[config.mk]
export PLATFORM = sky130hd
export DESIGN_NAME = id_ex_stage
export DESIGN_NICKNAME = d
export VERILOG_FILES = /design/src/rtl/mips_pkg.sv /design/src/rtl/id_ex_stage_fwd_unit.sv /design/src/rtl/id_ex_stage.sv
export SDC_FILE = /design/constraint.sdc
export NUM_CORES = 1
export LEC_CHECK = 0
export CORE_MARGIN = 2
export CORE_UTILIZATION = 38
export DETAILED_ROUTE_END_ITERATION = 16
export PLACE_DENSITY_LB_ADDON = 0.3
export SKIP_CTS_REPAIR_TIMING = 1
export SYNTH_ARGS = -nofsm -noshare
export SYNTH_HDL_FRONTEND = slang
export SYNTH_HIERARCHICAL = 1
export SYNTH_SLANG_ARGS = --single-unit
[constraint.sdc]
create_clock -name clk -period 3.94 [get_ports clk]
set_clock_uncertainty 0.05 [all_clocks]
set_input_delay 1.182 -clock clk [delete_from_list [all_inputs] [get_ports clk]]
set_output_delay 1.182 -clock clk [all_outputs]
set_load 0.02 [all_outputs]
[src/rtl/mips_pkg.sv]
// Shared types and constants for the MIPS pipeline: forwarding selects,
// ALU control codes and the ID/EX register layout.
package mips_pkg;

   localparam int DATA_W = 32;
   localparam int REG_W  = 5;

   typedef enum logic [1:0] {
      FWD_REG = 2'b00,
      FWD_WB  = 2'b01,
      FWD_MEM = 2'b10
   } fwd_sel_t;

   localparam logic [2:0] ALU_AND  = 3'b000;
   localparam logic [2:0] ALU_OR   = 3'b001;
   localparam logic [2:0] ALU_ADD  = 3'b010;
   localparam logic [2:0] ALU_ANDN = 3'b100;
   localparam logic [2:0] ALU_ORN  = 3'b101;
   localparam logic [2:0] ALU_SUB  = 3'b110;
   localparam logic [2:0] ALU_SLT  = 3'b111;

   typedef struct packed {
      logic              valid;
      logic              regwrite;
      logic              memwrite;
      logic              memtoreg;
      logic              alusrc;
      logic              regdst;
      logic [2:0]        alucontrol;
      logic [DATA_W-1:0] rd1;
      logic [DATA_W-1:0] rd2;
      logic [DATA_W-1:0] signimm;
      logic [REG_W-1:0]  rs;
      logic [REG_W-1:0]  rt;
      logic [REG_W-1:0]  rd;
   } id_ex_t;

endpackage

[src/rtl/id_ex_stage_fwd_unit.sv]
// Forwarding select for one EX source index: the youngest in-flight producer
// (MEM before WB) wins; register 0 never forwards.
module fwd_unit
   import mips_pkg::*;
#(
   parameter int RW = 5
) (
   input  logic [RW-1:0] i_src_e,
   input  logic [RW-1:0] i_writereg_m,
   input  logic          i_regwrite_m,
   input  logic [RW-1:0] i_writereg_w,
   input  logic          i_regwrite_w,
   output fwd_sel_t      o_sel
);

   logic w_hit_m;
   logic w_hit_w;

   assign w_hit_m = i_regwrite_m && (i_writereg_m != {RW{1'b0}}) && (i_writereg_m == i_src_e);
   assign w_hit_w = i_regwrite_w && (i_writereg_w != {RW{1'b0}}) && (i_writereg_w == i_src_e);

   // Priority select between MEM, WB and the captured register-file value
   always_comb begin
      o_sel = FWD_REG;
      if (w_hit_m) begin
         o_sel = FWD_MEM;
      end else if (w_hit_w) begin
         o_sel = FWD_WB;
      end else begin
         o_sel = FWD_REG;
      end
   end

endmodule

[src/rtl/id_ex_stage.sv]
// ID/EX pipeline register with EX-stage operand forwarding and the
// load-use stall request.
module id_ex_stage
   import mips_pkg::*;
#(
   parameter int DW = DATA_W,
   parameter int RW = REG_W
) (
   input  logic          clk,
   input  logic          reset_n,
   input  logic          stall_e,
   input  logic          flush_e,
   input  logic          valid_d,
   input  logic [DW-1:0] rd1_d,
   input  logic [DW-1:0] rd2_d,
   input  logic [DW-1:0] signimm_d,
   input  logic [RW-1:0] rs_d,
   input  logic [RW-1:0] rt_d,
   input  logic [RW-1:0] rd_d,
   input  logic [2:0]    alucontrol_d,
   input  logic          alusrc_d,
   input  logic          regdst_d,
   input  logic          regwrite_d,
   input  logic          memwrite_d,
   input  logic          memtoreg_d,
   input  logic [DW-1:0] aluout_m,
   input  logic [RW-1:0] writereg_m,
   input  logic          regwrite_m,
   input  logic [DW-1:0] result_w,
   input  logic [RW-1:0] writereg_w,
   input  logic          regwrite_w,
   output logic [DW-1:0] srca_e,
   output logic [DW-1:0] srcb_e,
   output logic [2:0]    alucont_e,
   output logic [DW-1:0] writedata_e,
   output logic [RW-1:0] writereg_e,
   output logic          regwrite_e,
   output logic          memwrite_e,
   output logic          memtoreg_e,
   output logic          valid_e,
   output logic [1:0]    forwarda_e,
   output logic [1:0]    forwardb_e,
   output logic          lwstall
);

   id_ex_t   r_idex;
   fwd_sel_t w_fwda;
   fwd_sel_t w_fwdb;

   // Pipeline register: flush outranks stall, stall outranks capture
   always_ff @(posedge clk or negedge reset_n) begin
      if (!reset_n) begin
         r_idex <= '0;
      end else if (flush_e) begin
         r_idex <= '0;
      end else if (stall_e) begin
         r_idex <= r_idex;
      end else begin
         r_idex.valid      <= valid_d;
         r_idex.regwrite   <= regwrite_d;
         r_idex.memwrite   <= memwrite_d;
         r_idex.memtoreg   <= memtoreg_d;
         r_idex.alusrc     <= alusrc_d;
         r_idex.regdst     <= regdst_d;
         r_idex.alucontrol <= alucontrol_d;
         r_idex.rd1        <= rd1_d;
         r_idex.rd2        <= rd2_d;
         r_idex.signimm    <= signimm_d;
         r_idex.rs         <= rs_d;
         r_idex.rt         <= rt_d;
         r_idex.rd         <= rd_d;
      end
   end

   fwd_unit #(.RW(RW)) u_fwd_rs (
      .i_src_e      (r_idex.rs),
      .i_writereg_m (writereg_m),
      .i_regwrite_m (regwrite_m),
      .i_writereg_w (writereg_w),
      .i_regwrite_w (regwrite_w),
      .o_sel        (w_fwda)
   );

   fwd_unit #(.RW(RW)) u_fwd_rt (
      .i_src_e      (r_idex.rt),
      .i_writereg_m (writereg_m),
      .i_regwrite_m (regwrite_m),
      .i_writereg_w (writereg_w),
      .i_regwrite_w (regwrite_w),
      .o_sel        (w_fwdb)
   );

   // Operand muxes; a bubble still forwards but carries regwrite 0
   always_comb begin
      srca_e      = r_idex.rd1;
      writedata_e = r_idex.rd2;
      case (w_fwda)
         FWD_MEM: srca_e = aluout_m;
         FWD_WB:  srca_e = result_w;
         FWD_REG: srca_e = r_idex.rd1;
         default: srca_e = r_idex.rd1;
      endcase
      case (w_fwdb)
         FWD_MEM: writedata_e = aluout_m;
         FWD_WB:  writedata_e = result_w;
         FWD_REG: writedata_e = r_idex.rd2;
         default: writedata_e = r_idex.rd2;
      endcase
      if (r_idex.alusrc) begin
         srcb_e = r_idex.signimm;
      end else begin
         srcb_e = writedata_e;
      end
      if (r_idex.regdst) begin
         writereg_e = r_idex.rd;
      end else begin
         writereg_e = r_idex.rt;
      end
   end

   assign alucont_e  = r_idex.alucontrol;
   assign regwrite_e = r_idex.regwrite;
   assign memwrite_e = r_idex.memwrite;
   assign memtoreg_e = r_idex.memtoreg;
   assign valid_e    = r_idex.valid;
   assign forwarda_e = w_fwda;
   assign forwardb_e = w_fwdb;

   // Load in EX whose target is read by the instruction now in decode
   assign lwstall = r_idex.memtoreg && r_idex.valid && (r_idex.rt != {RW{1'b0}}) &&
                    ((r_idex.rt == rs_d) || (r_idex.rt == rt_d));

endmodule

=== Yosys cells after proc, flatten, opt, wreduce, memory -nomap -nowiden ===
Cells that the tools add are included.
W data, S select, Z words.

* Mux-type cells: 10
* Eq/ne operators: 11
* Reduce and logical (&&, ||, !) cells: 13

{| class="wikitable"
|+ Operators by type and width
! cell !! number
|-
| $mux W120 || 2
|-
| $pmux W32 S2 || 2
|-
| $mux W32 || 1
|-
| $eq A5 B5 Y1 || 6
|-
| $reduce_bool A5 Y1 || 3
|-
| $logic_and A1 B1 Y1 || 9
|-
| $mux W5 || 1
|-
| $eq A2 B1 Y1 const B || 2
|-
| $eq A2 B2 Y1 const B || 2
|-
| $mux W2 || 2
|-
| $mux W1 || 2
|-
| $ne A2 B1 Y1 const B || 1
|-
| $logic_or A1 B1 Y1 || 1
|}

* Logic and storage cells: 47
* Input port bits: 200
* Register bits after elaboration: 120

=== Depth between registers and ports, before layout ===
* Word-level depth: 8
* Gate-level depth with buffers: 11
* Gate-level depth less buffers: 9

=== Hierarchy ===
Netlist, hierarchy kept.

{| class="wikitable"
|+ By module, submodules not included
! module !! area an instance (µm²) !! instances !! seq. area each (µm²) !! cells an instance
|-
| id_ex_stage || 6,640.1 || 1 || 3,002.9 || 675
|-
| fwd_unit || 158.9 || 2 || 0.0 || 21
|}

=== Worst setup path after synthesis ===
No wires, ideal clock.

* Kind: input port to output port
* From: input writereg_m[0]
* To: output srcb_e[26]
* Data arrival time: 3.440 ns
* Data required time: 2.708 ns
* Setup slack: -0.732 ns
* Stages: 9
* Cell sequence: o41ai_2 a211oi_2 nor3_2 inv_1 ha_1 buf_2 buf_2 o21ai_1 mux2_2

* Cells in the longest elaborated chain, start to end: 7
* Elaborated cells on any way between the ends: 9
* Those cells by class: 3 x eq/ne; 3 x mux; 3 x reduce/logical

{| class="wikitable"
|+ Ends and longest elaborated chain
! what !! line !! RTL
|-
| start: declaration || id_ex_stage.sv:27 || <nowiki>input logic [RW-1:0] writereg_m,</nowiki>
|-
| $reduce_bool A5 Y1 || id_ex_stage_fwd_unit.sv:19 || <nowiki>assign w_hit_m = i_regwrite_m && (i_writereg_m != {RW{1'b0}}) && (i_writereg_m == i_src_e);</nowiki>
|-
| $logic_and A1 B1 Y1 || id_ex_stage_fwd_unit.sv:19 ||
|-
| $logic_and A1 B1 Y1 (*) || id_ex_stage_fwd_unit.sv:19 ||
|-
| via u_fwd_rt.w_hit_m || id_ex_stage_fwd_unit.sv:16 || <nowiki>logic w_hit_m;</nowiki>
|-
| $mux W2 (*) || id_ex_stage_fwd_unit.sv:25 || <nowiki>if (w_hit_m) begin</nowiki>
|-
| via forwardb_e[0] || id_ex_stage.sv:42 || <nowiki>output logic [1:0] forwardb_e,</nowiki>
|-
| $eq A2 B1 Y1 / $eq A2 B2 Y1 (equally long branches) || id_ex_stage.sv:103 || <nowiki>case (w_fwdb)</nowiki>
|-
| $pmux W32 S2 (*) || id_ex_stage.sv:103 ||
|-
| via writedata_e[26] || id_ex_stage.sv:35 || <nowiki>output logic [DW-1:0] writedata_e,</nowiki>
|-
| $mux W32 (*) || id_ex_stage.sv:109 || <nowiki>if (r_idex.alusrc) begin</nowiki>
|-
| end: declaration || id_ex_stage.sv:33 || <nowiki>output logic [DW-1:0] srcb_e,</nowiki>
|}

Mark *: on every way through the listed nets, which the timed path passes. The rest lies on a longest branch.

=== Worst setup path in the final report ===
* From: input writereg_m[3]
* To: output srcb_e[30]

* Cells in the longest elaborated chain, start to end: 7
* Elaborated cells on any way between the ends: 9
* Those cells by class: 3 x eq/ne; 3 x mux; 3 x reduce/logical

{| class="wikitable"
|+ Ends and longest elaborated chain
! what !! line
|-
| $reduce_bool A5 Y1 || id_ex_stage_fwd_unit.sv:19
|-
| $logic_and A1 B1 Y1 || id_ex_stage_fwd_unit.sv:19
|-
| $logic_and A1 B1 Y1 (*) || id_ex_stage_fwd_unit.sv:19
|-
| $mux W2 (*) || id_ex_stage_fwd_unit.sv:25
|-
| $eq A2 B1 Y1 / $eq A2 B2 Y1 (equally long branches) || id_ex_stage.sv:103
|-
| $pmux W32 S2 (*) || id_ex_stage.sv:103
|-
| $mux W32 (*) || id_ex_stage.sv:109
|}

Every way passes the cells marked *; elsewhere a longest branch is shown, timed or not.

==> metrics.md <==
| Metric | Value |
|---|---|
| Cts bufs inserted | `17` |
| Layout Nets | `~1400` |
| Synth-to-Final Area Change | `103%` |
| Violated checks | `setup timing` |
| CTS sink count | `120` |
| Fin cells | `roughly 1400` |
| Setup TNS | `-53.50 ns` |
| Starting Density | `approximately 39%` |
| Placed insts | `1336` |
| Arr. time, crit path | `around 3.4 ns` |
| GPL Wtd Cong | `between 0.8 and 0.9` |
| Place WS | `-1.39 ns` |
| Die Width | `139 um` |
| Synthesized net count | `921` |
| Post-DP HPWL | `~19 mm` |
| Tightest Pin Transition | `0.883 ns` |
| Status | `finished, violations left` |
| Initial antenna violation count | `2` |
| Initial DRC count | `340` |
| Die area | `0.0194 mm2` |
| Clk_lat worst skew | `0.43 ns` |
| Core Footprint | `0.0180 mm2` |
| Slew Limit Fails | `0` |
| Synth Area in Compound Gates | `12.8%` |
| Post-Route Utilization | `78.6%` |
| Syn_area_per_cell | `~9.7 um2` |
| Die Y | `139 um` |
| Pwr per Cell Area | `288 mW/mm2` |
| DRC | `0` |
| Syn Inst Count | `between 700 and 800` |
| RSZ-0062 raised after global routing | `true` |
| Fmax achieved | `216 MHz` |
| CTS Root Cell | `clkbuf_16` |
| CTS tree | `built` |
| Setup ws final | `-0.680 ns` |
| Vias in the first global route | `approximately 7500` |
| Via count | `~7400` |
| Tot GR Track Use | `27.0%` |
| Crit share post-route | `117%` |
| CTS H-Tree Depth | `4` |
| P_leak | `approximately 6.3 nW` |
| Fill cells | `1115` |
| Routed WL | `29.3 mm` |
| Final Hold Fails | `0` |
| Startpoint Class | `input pin` |
| GR Overflow Total | `0` |
| Final min period | `between 4 and 5 ns` |
| Mapped cell area | `just under 0.007 mm2` |
| Post-synthesis sequential area ratio | `43.2%` |
| Commonest cells after routing, fill and taps aside | `197 x clkdlybuf4s50_1, 121 x nor2_1, 120 x mux2i_1` |
| Count of cell types in the netlist | `28` |
| Peak supply drop | `between 300 and 400 uV` |
| Max-slew headroom | `41.1%` |
| Fraction of layout cells with a size suffix above 1 | `45.8%` |
| Routed len/inst | `roughly 21 um` |
| PortBufs | `312` |
| Maxcap violations | `0` |
| Adder-Cell Fraction of Synth Area | `less than 1%` |
| Vias/cell | `roughly 5.3` |
| CP Data Required Time | `approximately 2.7 ns` |
| FF+latch count, synth | `120` |
| Yosys warns | `6` |
| # rows | `49` |
| Clk pin slew, worst setup/hold paths | `0.06 ns` |
| Largest family of logic cells by synthesized area | `multiplexers` |
| Pin count of the biggest net entering global routing | `121` |
| Synth Area in Simple Gates | `approximately an eighth` |
| First-pass GRT wire length | `41.2 mm` |
| PnR Total Power | `around 4.1 mW` |
| Mux cell area share after synthesis | `a little under a quarter` |
| DRT Pass-1 Iters | `5` |
| XOR/XNOR share of the synthesized area | `3.27%` |
| Num ports | `313` |
| Final ANT Viol Nets | `0` |
| CP Max Fanout | `13` |
| Most common cell after layout, fill and taps aside | `clkdlybuf4s50_1` |
| Setup Crit Path Kind | `in -> out` |
| Final setup viols | `96` |
| HP Class | `reg -> reg` |
| Max Root-Sink Buffers | `2` |
| CP Capture Type | `output pin` |
==> stage by stage <==
| stage | hold WS, ns | instance area [um2] |
|---|---|---|
| global route | 0.496 | 14100 |
| CTS | 0.476 | 13200 |
| floorplan | 0.434 | 8470 |
| finish | 0.471 | 14100 |
| detailed placement | 0.463 | 12600 |
| global placement | 0.451 | 12600 |
==> final cells by class <==
type	instances	area, um2	area share [%]
inverters	4	15.0	0.106
well taps	229	287	2.03
clock inverters	13	146	1.04
clock buffers	19	443	3.14
multi-input cells	530	5130	36.3
flip-flops and latches	120	3000	21.3
diodes	1	2.50	0.0177
repair buffers	482	5090	36.1
==> critical path, cell delays in order <==
cell and delay (ns):
buf_8 0.11, o41ai_4 0.42, a211oi_4 0.15, nor3_4 0.24
inv_2 0.07, ha_4 0.42, clkbuf_16 0.28, o21ai_4 0.08
mux2_4 0.26, buf_2 0.17
==> path summary, 6_finish.rpt <==
| kind | from | to | slack [ns] | depth (start not counted) |
|---|---|---|---|---|
| max | writereg_m[3] | srcb_e[30] | -0.68 | 10 |
| min | r_idex[102]$_DFFE_PN0P_ | r_idex[102]$_DFFE_PN0P_ | 0.47 | 2 |
| max reg2reg | r_idex[115]$_DFFE_PN0P_ | r_idex[115]$_DFFE_PN0P_ | 2.83 | 2 |
| min reg2reg | r_idex[102]$_DFFE_PN0P_ | r_idex[102]$_DFFE_PN0P_ | 0.47 | 2 |
| max in group asynchronous | reset_n | r_idex[53]$_DFFE_PN0P_ | 2.30 | 2 |
| min in group asynchronous | reset_n | memwrite_e$_DFFE_PN0P_ | 0.72 | 1 |
==> where the power goes <==
part           internal, mW  switching (mW)
logic                 0.625           0.503
registers              1.30          0.0632
clock network         0.953           0.624
total                  2.88            1.19
==> routing by layer <==
layer	routed length, um	global-route usage (%)	up-vias	share of wire (%)
li1	-	-	3398	-
met1	12200	33.8	3701	42
met2	14400	45.9	288	49
met3	1930	6.85	51	6.6
met4	778	8.24	2	2.7
met5	16	0	-	0.055
==> sequential cells by signal, summed over array words and instances, names as in the netlist <==
signal      cells
alucont_e       3
memwrite_e      1
regwrite_e      1
valid_e         1
memtoreg_e      1
r_idex        113
==> cells in the mapped netlist (all sizes together) <==
cell type	n	share of area (%)
or4	1	0.11
xor2	12	1.5
xnor2	14	1.8
inv	4	0.22
mux2	37	6.0
nand2	68	3.7
a22oi	64	7.0
a21oi	3	0.22
clkbuf	26	1.4
nor2	122	6.6
a211oi	2	0.36
o211ai	1	0.18
o41ai	2	0.47
buf	37	3.5
o21ai	64	4.6
nand3	6	0.43
mux2i	120	17
dfrtp	120	43
nor3	8	0.72
nor4	2	0.18
ha	4	0.72
==> logic make-up after synthesis <==
group,Yosys count
and+or+nand+nor,207
xor gates and xnor gates,26
muxes,157
AOI/OAI and AO/OA,136
DFF,120
adders and majority gates,4
buffers and inverters,67
Power figures use the tool's default switching activity.
